**src/rtl/rr_job_dispatcher.sv**
```systemverilog
// ---------------------------------------------------------------------------
// rr_job_dispatcher
//
// Purpose:
//    Lets N requesters share one single-job processing engine.
//    The block does the following for each job:
//       - picks one pending requester in round-robin order;
//       - sends the engine a one-cycle start pulse;
//       - waits for the engine's done, with a timeout guard;
//       - sends the winner a one-cycle ack, then returns to arbitration.
//
// Parameters:
//    N        number of requesters (2..8)
//    TIMEOUT  maximum number of RUN cycles spent waiting for eng_done (>= 2)
//    CW       timeout counter width, 2^CW > TIMEOUT
//
// Ports:
//    clk          in   rising-edge clock
//    reset        in   synchronous, active-high reset
//    req          in   [N] level requests, held until acked
//    eng_start    out  one-cycle engine start pulse
//    eng_done     in   engine completion, only looked at in RUN
//    grant        out  [N] one-hot owner of the engine, zero when idle
//    ack          out  [N] one-cycle completion pulse to the owner
//    timeout_err  out  one-cycle pulse alongside ack when the job timed out
//    busy         out  high in every state except IDLE
//    state        out  [4] one-hot FSM state for debug
// ---------------------------------------------------------------------------
module rr_job_dispatcher #(
   parameter int N       = 4,
   parameter int TIMEOUT = 16,
   parameter int CW      = 5
) (
   input  logic         clk,
   input  logic         reset,
   input  logic [N-1:0] req,
   output logic         eng_start,
   input  logic         eng_done,
   output logic [N-1:0] grant,
   output logic [N-1:0] ack,
   output logic         timeout_err,
   output logic         busy,
   output logic [3:0]   state
);

   localparam int IW = $clog2(N);

   typedef enum logic [3:0] {
      S_IDLE   = 4'b0001,
      S_GRANT  = 4'b0010,
      S_RUN    = 4'b0100,
      S_FINISH = 4'b1000
   } state_e;

   state_e          state_q;
   logic [N-1:0]    grant_q;
   logic [IW-1:0]   gidx_q;
   logic [IW-1:0]   ptr_q;
   logic [CW-1:0]   cnt_q;
   logic            err_q;

   logic [IW-1:0]   pick_idx_d;
   logic [IW-1:0]   cand;

   // Round-robin search starting one past the last served index.
   // The loop walks from the farthest candidate to the nearest one,
   // so the last hit (the nearest set bit after ptr) is the one kept.
   always_comb begin
      pick_idx_d = '0;
      cand       = '0;
      for (int k = N; k >= 1; k--) begin
         cand = IW'((int'(ptr_q) + k) % N);
         if (req[cand]) begin
            pick_idx_d = cand;
         end
      end
   end

   // Job sequencing FSM. All outputs below are decoded from these
   // registers only, so no input reaches an output combinationally.
   // An illegal (non-one-hot) state falls into the default branch
   // and recovers to IDLE.
   always_ff @(posedge clk) begin
      if (reset) begin
         state_q <= S_IDLE;
         grant_q <= '0;
         gidx_q  <= '0;
         ptr_q   <= IW'(N - 1);
         cnt_q   <= '0;
         err_q   <= 1'b0;
      end else begin
         case (state_q)
            S_IDLE: begin
               if (req != '0) begin
                  grant_q <= {{(N-1){1'b0}}, 1'b1} << pick_idx_d;
                  gidx_q  <= pick_idx_d;
                  state_q <= S_GRANT;
               end
            end
            S_GRANT: begin
               cnt_q   <= '0;
               err_q   <= 1'b0;
               state_q <= S_RUN;
            end
            S_RUN: begin
               if (eng_done) begin
                  err_q   <= 1'b0;
                  state_q <= S_FINISH;
               end else if (cnt_q == CW'(TIMEOUT - 1)) begin
                  err_q   <= 1'b1;
                  state_q <= S_FINISH;
               end else begin
                  cnt_q <= cnt_q + CW'(1);
               end
            end
            S_FINISH: begin
               ptr_q   <= gidx_q;
               grant_q <= '0;
               state_q <= S_IDLE;
            end
            default: begin
               grant_q <= '0;
               state_q <= S_IDLE;
            end
         endcase
      end
   end

   assign eng_start   = (state_q == S_GRANT);
   assign ack         = (state_q == S_FINISH) ? grant_q : '0;
   assign timeout_err = (state_q == S_FINISH) & err_q;
   assign busy        = (state_q != S_IDLE);
   assign grant       = grant_q;
   assign state       = state_q;

endmodule
```
**config.mk**
```make
export PLATFORM = sky130hd
export DESIGN_NAME = rr_job_dispatcher
export DESIGN_NICKNAME = d
export VERILOG_FILES = /design/src/rtl/rr_job_dispatcher.sv
export SDC_FILE = /design/constraint.sdc
export NUM_CORES = 1
export LEC_CHECK = 0
export CAP_MARGIN = 25
export CORE_ASPECT_RATIO = 0.7
export CORE_MARGIN = 3
export CORE_UTILIZATION = 47
export CTS_BUF_LIST = sky130_fd_sc_hd__clkbuf_8 sky130_fd_sc_hd__clkbuf_16
export CTS_CLUSTER_DIAMETER = 200
export DETAILED_ROUTE_END_ITERATION = 12
export HOLD_SLACK_MARGIN = 0.15
export PLACE_DENSITY = 0.77
export RECOVER_POWER = 50
export SLEW_MARGIN = 30
export SYNTH_ARGS = -nofsm -noshare
export SYNTH_HDL_FRONTEND = slang
export SYNTH_SLANG_ARGS = --single-unit
```
**constraint.sdc**
```tcl
create_clock -name clk -period 2.8 [get_ports clk]
set_clock_uncertainty 0.2 [all_clocks]
set_input_delay 0.28 -clock clk [delete_from_list [all_inputs] [get_ports clk]]
set_output_delay 0.28 -clock clk [all_outputs]
set_load 0.02 [all_outputs]
```
# == Yosys cells after proc, flatten, opt, wreduce, memory -nomap -nowiden ==
# Index checks and enable logic that the tools add are counted.
# totals
n_memories,0
ramBits,0
input_bits,7
reg_bits,18
wordCells,61
latchBits,0
output_inout_bits,15
rom_bits,0
# classes
n_eq_ne,10
mux,25
multipliers,0
n_addsub,5
n_lt_le_gt_ge,4
n_bitwise,2
n_reduce_logical,8
n_div,0
shift,1
# op_table
cell,count
$mux W4,5
$lt A2 B3 Y1 const B,4
$pmux W4 S3,1
$mux W5,2
$pmux W5 S2,1
$bmux W1 S2,4
$mux W2,4
$pmux W4 S2,1
$reduce_and A2 Y1,4
$mux W1,6
$ne A2 B2 Y1 const B,3
$add A5 B1 Y5 const B,1
$eq A5 B4 Y1 const B,1
$add A2 B1 Y2 const B,2
$add A2 B2 Y2 const B,2
$eq A4 B1 Y1 const B,1
$eq A4 B2 Y1 const B,1
$eq A4 B3 Y1 const B,1
$eq A4 B4 Y1 const B,1
$ne A4 B1 Y1 const B,1
$reduce_bool A4 Y1,1
$shl A1 B2 Y4 const A,1
$ne A3 B3 Y1 const B,1
$reduce_and A3 Y1,1
5 further kinds,5

# == Logic depth before layout (Yosys ltp) ==
# Gate-level depths: netlist (run 1).
# logic_depth
depth_word,10
ltp_mapped,7
mapped_depth_nobuf,7

# == Least setup slack after synthesis (run 1) ==
# OpenSTA, ideal clock, no wires.
# synth_path
path_kind,register to register
startpoint,register cnt_q[0]
endpoint,register cnt_q[1]
period_less_slack_ps,2009
required_ps,2473
slack_ps,791
path_stages_with_launch,8
path_buffers,0
setup_time_ps,127
arrival_time_ps,1682
path_cell_list,dfxtp_1 -> ha_1 -> and3_1 -> ha_1 -> nor4b_1 -> o21ai_0 -> a22oi_1 -> nor2_1
# synth_between
elab_chain_cells,4
word_cells_on_any_way,7
classes_between,add/sub: 1; eq/ne: 2; mux: 3; reduce/logical: 1
# synth_rtl
element,line_no,rtl
from (decl),59,logic [CW-1:0] cnt_q;
from (signal assigned),113,cnt_q <= cnt_q + CW'(1);
$add A5 B1 Y5,113,
$mux W5,109,end else if (cnt_q == CW'(TIMEOUT - 1)) begin
$mux W5,106,if (eng_done) begin
$pmux W5 S2,92,case (state_q)
# Several ways; a longest one is shown, not always the timed one. The select of a mux whose other input is x is not followed.
# A chain may end at the register's enable or synchronous reset.

# == Worst setup path after layout (run 1) ==
# layout_path
startpoint,register state_q[1] (netlist: state[1])
endpoint,output port ack[0]
# layout_between
elab_chain_cells,2
# layout_rtl
element,line_no,rtl
from (decl),55,state_e state_q;
from (signal assigned),85,state_q <= S_IDLE;
from (signal assigned),97,state_q <= S_GRANT;
from (signal assigned),103,state_q <= S_RUN;
$eq A4 B4 Y1,130,assign ack = (state_q == S_FINISH) ? grant_q : '0;
$mux W4,130,
to (decl),40,"output logic [N-1:0] ack,"
# Every way passes these cells.

==> impl_metrics.env, run 1 <==
export IMPL_status="finished, final reports clean"
export IMPL_cts_tree="built"
export IMPL_dr_max_layer_used="met4"
export IMPL_post_cts_buffers=0
export IMPL_ys_top_cells_by_area="dfxtp_1, nand2b_1, and2_1"
export IMPL_p_sw_w=0.000160
export IMPL_hpwl_um=1450
export IMPL_cts_root_buf="clkbuf_8"
export IMPL_layout_common_cells="dfxtp_1, clkdlybuf4s50_1, nor2_1"
export IMPL_drv_slew=0
export IMPL_h_tree_depth=1
export IMPL_min_path_cells=1
export IMPL_dieArea_um2=2460
export IMPL_instances_no_fill=140
export IMPL_path_clk_slew_ns=0.06
export IMPL_synth_top_area_share=0.404
export IMPL_cts_hold_repair_buffers=0
export IMPL_r2r_end="cnt_q[1]$_SDFFE_PP0P_"
export IMPL_first_pass_iters=4
export IMPL_grt_max_degree=16
export IMPL_rrSetupSlack_ns=0.49
export IMPL_wl_per_cell_um=13.1
export IMPL_cap_violations=0
export IMPL_rows=12
export IMPL_worst_slew_pin_slew_ns=0.684
export IMPL_critPathLaunchType="register"
export IMPL_yosysUniqueCellTypes=37
export IMPL_antenna_found_initial=0
export IMPL_die_h_um=42.4
export IMPL_fillers=132
export IMPL_placed_area_um2=1130
export IMPL_slew_headroom=0.537
export IMPL_clockPowerShare=0.340
export IMPL_synth_fp_nets=103
export IMPL_portBuffers=21
export IMPL_wl_met1_um=942
export IMPL_rsz0062_at_grt="no"
export IMPL_path_max_fanout=9
export IMPL_timing_final_ws_setup_ns=0.387
export IMPL_drtIter0Drc=19
export IMPL_pwr_density_cell_nw_per_um2=519
export IMPL_grt_pass1_vias=679
export IMPL_track_usage=0.164
export IMPL_finalCritPeriodShare=0.862
export IMPL_io_pins=22
export IMPL_crit_arrival_ns=1.93
export IMPL_design_area_um2=1170
export IMPL_grt_pass1_wl_um=3120
export IMPL_ir_drop_uv=374
export IMPL_route_met3_wl_um=102
export IMPL_drive_above_1_share=0.0756
export IMPL_dp_cells=136
export IMPL_hold_path_class="register to register"
export IMPL_dpl_worst_slack_ns=0.517
export IMPL_reg2regPathDepth=7
export IMPL_synth_seq_cells=18
export IMPL_r2r_start="cnt_q[0]$_SDFFE_PP0P_"
export IMPL_setup_viol=0
export IMPL_syn_area_per_cell_um2=9.48
export IMPL_syn_area_um2=891
export IMPL_drt_total_wl_um=1830
export IMPL_num_antenna_cells=0
export IMPL_p_int_w=0.000448
export IMPL_swShare=0.263
export IMPL_cts_buffer_depth=2
export IMPL_finalCriticalPeriod_ns=2.41
export IMPL_clock_sinks=18
export IMPL_gr_total_overflow=0
export IMPL_die_width_um=58.0
export IMPL_worstSetupPathType="register to output port"
export IMPL_hold_end="ptr_q[1]$_SDFFE_PP1N_"
export IMPL_clock_latency_ns=0.25
export IMPL_cts_resized=0
export IMPL_core_um2=1680
export IMPL_clock_fmax_mhz=414
export IMPL_yosysTopAreaCell="dfxtp_1"
export IMPL_yosysWarnings=0
export IMPL_layout_commonest_cell="dfxtp_1"
export IMPL_drc=0
export IMPL_detail_route_vias_per_cell=5.48
export IMPL_hp_start="gidx_q[1]$_SDFFE_PP0P_"
export IMPL_endpoint_kind="output port"
export IMPL_worst_ep_required_time_ns=2.32
export IMPL_p_leak_nw=0.456
export IMPL_synthCells=94
export IMPL_area_delta_synth_final_pct=31.5
export IMPL_num_vias=767
export IMPL_ys_seq_area_frac=0.404
export IMPL_route_met2_wl_um=777
export IMPL_p_comb_frac=0.193
export IMPL_sequentialPowerShare=0.467
export IMPL_hold_viol=0
export IMPL_ant_nets=0
export IMPL_cts_buffers=3
export IMPL_initial_core_util=0.530
export IMPL_nNetsFinal=129
export IMPL_finalWeightedCongestion=0.837
export IMPL_tns_ns=0
-- cells by family after synthesis --
logic type | share of synthesized area
multiplexers | 0.0225
AND/OR/NAND/NOR | 0.331
buffers and inverters | 0.0140
XOR/XNOR | 0.0197
flip-flops | 0.404
AO/OA/AOI/OAI | 0.180
adder cells (fa/ha/maj) | 0.0281
-- layout make-up --
class                   count  area, µm²  area share
clock buffers               4       55.1      0.0470
inverters                   1       3.75     0.00321
multi-input cells          73        500       0.427
flip-flops and latches     18        360       0.308
well taps                  21       26.3      0.0224
repair buffers             23        225       0.192
-- flip-flops by register name, summed over array words and instances (netlist names) --
signal and flops:
err_q 1, state 4, gidx_q 2, grant 4, ptr_q 2, cnt_q 5
-- how the worst max path moves through the flow --
stage | start | end | slack, ns
floorplan | cnt_q[0]$_SDFFE_PP0P_ | cnt_q[1]$_SDFFE_PP0P_ | 0.79
global placement | req[3] | grant[2]$_SDFFE_PP0P_ | 0.64
detailed placement | cnt_q[0]$_SDFFE_PP0P_ | cnt_q[1]$_SDFFE_PP0P_ | 0.52
CTS | state[1]$_SDFFE_PP0P_ | busy | 0.41
global route | state[3]$_SDFFE_PP0P_ | ack[3] | 0.19
finish | state[1]$_SDFFE_PP0P_ | ack[0] | 0.39
-- per-stage QoR --
stage / util / hold WS (ns) / total power [W]
floorplan: - / 0.159 / 0.000363
global placement: 0.674 / 0.234 / 0.000415
detailed placement: 0.674 / 0.243 / 0.000416
CTS: 0.707 / 0.257 / 0.000624
global route: 0.696 / 0.274 / 0.000643
finish: 0.696 / 0.253 / 0.000608
-- synth_stat cells (all sizes together) --
| master | instances |
|---|---|
| nand2 | 5 |
| ha | 2 |
| a21boi | 1 |
| a211o | 2 |
| a31oi | 1 |
| nor4 | 1 |
| o211a | 1 |
| a22o | 1 |
| o22a | 1 |
| a22oi | 1 |
| o2bb2ai | 1 |
| mux2i | 2 |
| inv | 1 |
| or4b | 1 |
| nor3 | 4 |
| nand3b | 2 |
| nor4b | 4 |
| clkbuf | 1 |
| nor2b | 4 |
| o211ai | 2 |
| a21oi | 3 |
| dfxtp | 18 |
| a32o | 1 |
| o21ai | 3 |
| a21o | 1 |
| and3 | 2 |
| buf | 1 |
| nor3b | 1 |
| nor2 | 9 |
| xor2 | 2 |
| and2 | 6 |
| nand2b | 7 |
| a221oi | 1 |
| a2bb2o | 1 |
-- metal layers --
metal	vias to the layer above	global-route usage
met2	18	0.218
li1	390	-
met4	0	0.0370
met1	357	0.243
met3	2	0.0646
met5	-	0
-- power by group through the flow --
stage / registers (W) / clock network (W) / logic (W)
after global placement: 0.000290 / 0 / 0.000125
after CTS: 0.000285 / 0.000213 / 0.000126
after detailed placement: 0.000291 / 0 / 0.000125
after global routing: 0.000287 / 0.000228 / 0.000128
final: 0.000284 / 0.000207 / 0.000117
after floorplan: 0.000299 / 0 / 0.0000639
-- worst max-delay path, stage by stage, from the launching register on --
cell	delay, ns
dfxtp_1	0.37
nor4b_1	0.36
buf_4	0.22
and2_1	0.12
clkdlybuf4s50_1	0.60
Power figures use the tool's default switching activity.
==> run 2: changes to the inputs <==
--- a/config.mk
+++ b/config.mk
@@ -5,6 +5,7 @@
 export SDC_FILE = /design/constraint.sdc
 export NUM_CORES = 1
 export LEC_CHECK = 0
+export ABC_CLOCK_PERIOD_IN_PS = 2300
 export CAP_MARGIN = 25
 export CORE_ASPECT_RATIO = 0.7
 export CORE_MARGIN = 3
@@ -15,6 +16,7 @@
 export HOLD_SLACK_MARGIN = 0.15
 export PLACE_DENSITY = 0.77
 export RECOVER_POWER = 50
+export SKIP_CTS_REPAIR_TIMING = 1
 export SLEW_MARGIN = 30
 export SYNTH_ARGS = -nofsm -noshare
 export SYNTH_HDL_FRONTEND = slang
==> constraint.sdc (replaced) <==
create_clock -name clk -period 2.3 [get_ports clk]
set_clock_uncertainty 0.2 [all_clocks]
set_input_delay 0.23 -clock clk [delete_from_list [all_inputs] [get_ports clk]]
set_output_delay 0.23 -clock clk [all_outputs]
set_load 0.02 [all_outputs]
==> impl_metrics.env, run 2 (same netlist as run 1, synthesis figures left out) <==
export IMPL_status="finished, final reports clean"
export IMPL_hp_start="gidx_q[0]$_SDFFE_PP0P_"
export IMPL_whs_ns=0.262
export IMPL_finalCritPeriodShare=0.970
export IMPL_regMostFlops="cnt_q"
export IMPL_drv_slew=0
export IMPL_clockPowerShare=0.337
export IMPL_rrSetupSlack_ns=0.21
export IMPL_detail_route_vias_per_cell=5.45
export IMPL_drive_above_1_share=0.136
export IMPL_design_area_um2=1240
export IMPL_layout_commonest_cell="dfxtp_1"
export IMPL_cts_buffers=3
export IMPL_slew_headroom=0.621
export IMPL_clock_sinks=18
export IMPL_worst_slew_pin_slew_ns=0.562
export IMPL_clock_fmax_mhz=448
export IMPL_worstSetupPathType="register to output port"
export IMPL_crit_arrival_ns=1.80
export IMPL_h_tree_depth=1
export IMPL_ir_drop_uv=586
export IMPL_sequentialPowerShare=0.458
export IMPL_grt_pass1_vias=747
export IMPL_ant_nets=0
export IMPL_critPathCapture="busy"
export IMPL_track_usage=0.190
export IMPL_layout_common_cells="dfxtp_1, nor2_1, clkdlybuf4s50_1, dlygate4sd3_1, nand2b_1"
export IMPL_p_int_w=0.000552
export IMPL_clock_latency_ns=0.26
export IMPL_grt_max_degree=13
export IMPL_p_sw_w=0.000211
export IMPL_reg2regPathDepth=7
export IMPL_path_max_fanout=6
export IMPL_num_vias=795
export IMPL_r2r_end="cnt_q[0]$_SDFFE_PP0P_"
export IMPL_path_clk_slew_ns=0.07
export IMPL_cp_depth=2
export IMPL_hpwl_um=1600
export IMPL_core_um2=1680
export IMPL_nNetsFinal=135
export IMPL_drt_total_wl_um=2040
export IMPL_grt_pass1_wl_um=3530
export IMPL_cts_root_buf="clkbuf_8"
export IMPL_largest_register_ffs=5
export IMPL_rsz0062_at_grt="no"
export IMPL_die_h_um=42.4
export IMPL_finalWeightedCongestion=0.804
export IMPL_swShare=0.276
export IMPL_drtIter0Drc=20
export IMPL_num_antenna_cells=0
export IMPL_wl_per_cell_um=14.0
export IMPL_cts_tree="built"
export IMPL_cap_violations=0
export IMPL_hold_path_class="register to register"
export IMPL_critPathLaunchType="register"
export IMPL_cp_slowest_cell="clkdlybuf4s50_1"
export IMPL_crit_start="state[0]$_SDFFE_PP1P_"
export IMPL_drc=0
export IMPL_dieArea_um2=2460
export IMPL_finalCriticalPeriod_ns=2.23
export IMPL_p_comb_frac=0.204
export IMPL_cts_buffer_depth=2
export IMPL_p_leak_nw=0.539
export IMPL_crit_family="buffers and inverters"
export IMPL_setup_viol=0
export IMPL_pwr_density_cell_nw_per_um2=615
export IMPL_die_width_um=58.0
export IMPL_initial_core_util=0.530
export IMPL_placed_area_um2=1160
export IMPL_io_pins=22
export IMPL_worst_ep_required_time_ns=1.87
export IMPL_critical_path_buf_inv_count=1
export IMPL_min_path_cells=1
export IMPL_rows=12
export IMPL_r2r_start="cnt_q[0]$_SDFFE_PP0P_"
export IMPL_first_pass_iters=4
export IMPL_gr_total_overflow=0
export IMPL_cp_slowest_stage_delay_ns=0.56
export IMPL_area_delta_synth_final_pct=39.2
export IMPL_crit_chain="or4b_1 -> clkdlybuf4s50_1"
export IMPL_antenna_found_initial=0
export IMPL_tns_ns=0
export IMPL_portBuffers=21
export IMPL_hold_viol=0
export IMPL_endpoint_kind="output port"
## run 2: changes by cell type in the layout (fill, tap and decap cells not counted), sizes merged
cell / delta
clkbuf: +4
dlymetal6s2s: +3
clkdlybuf4s50: -5
buf: +4
## run 2: worst min-delay path by stage
stage / endpoint / slack, ns
global route: ptr_q[0]$_SDFFE_PP1N_ / 0.28
detailed placement: ptr_q[0]$_SDFFE_PP1N_ / 0.25
finish: ptr_q[0]$_SDFFE_PP1N_ / 0.26
global placement: ptr_q[1]$_SDFFE_PP1N_ / 0.24
CTS: cnt_q[4]$_SDFFE_PP0P_ / 0.26
floorplan: err_q$_SDFFE_PP0P_ / 0.11
## run 2: through the flow
stage | setup slack, ns | std cells | total power, W | utilization
floorplan | 0.291 | 94 | 0.000442 | -
global placement | 0.171 | 140 | 0.000515 | 0.692
detailed placement | 0.100 | 140 | 0.000518 | 0.692
CTS | -0.0853 | 144 | 0.000777 | 0.725
global route | 0.00948 | 146 | 0.000802 | 0.737
finish | 0.0685 | 146 | 0.000763 | 0.737
## run 2: power groups by stage
stage                     clock [W]  sequential [W]  combinational [W]
after floorplan                   0        0.000364          0.0000778
after global placement            0        0.000353           0.000162
after global routing       0.000279        0.000352           0.000171
after CTS                  0.000265        0.000347           0.000165
final                      0.000257        0.000350           0.000156
after detailed placement          0        0.000354           0.000164
## run 2: cell type report
| class | instances | area (µm²) |
|---|---|---|
| clock buffer | 4 | 55.1 |
| fill | 142 | 442 |
| inverter | 1 | 3.75 |
| multi-input combinational | 73 | 533 |
| sequential | 18 | 360 |
| tap | 21 | 26.3 |
| timing repair buffer | 29 | 262 |
## run 2: routing by layer
metal,routed length [µm],track usage,up-vias
met4,17,0.0417,0
li1,-,-,405
met3,91,0.0646,2
met5,0,0,-
met2,913,0.279,15
met1,1020,0.267,373
==> run 3: changes to the inputs <==
--- a/config.mk
+++ b/config.mk
@@ -13,7 +13,7 @@
 export CTS_BUF_LIST = sky130_fd_sc_hd__clkbuf_8 sky130_fd_sc_hd__clkbuf_16
 export CTS_CLUSTER_DIAMETER = 200
 export DETAILED_ROUTE_END_ITERATION = 12
-export HOLD_SLACK_MARGIN = 0.15
+export HOLD_SLACK_MARGIN = 0.05
 export PLACE_DENSITY = 0.77
 export RECOVER_POWER = 50
 export SKIP_CTS_REPAIR_TIMING = 1
==> results of run 3 <==
Same layout as run 2: the final DEF is identical, and so are final timing and power.
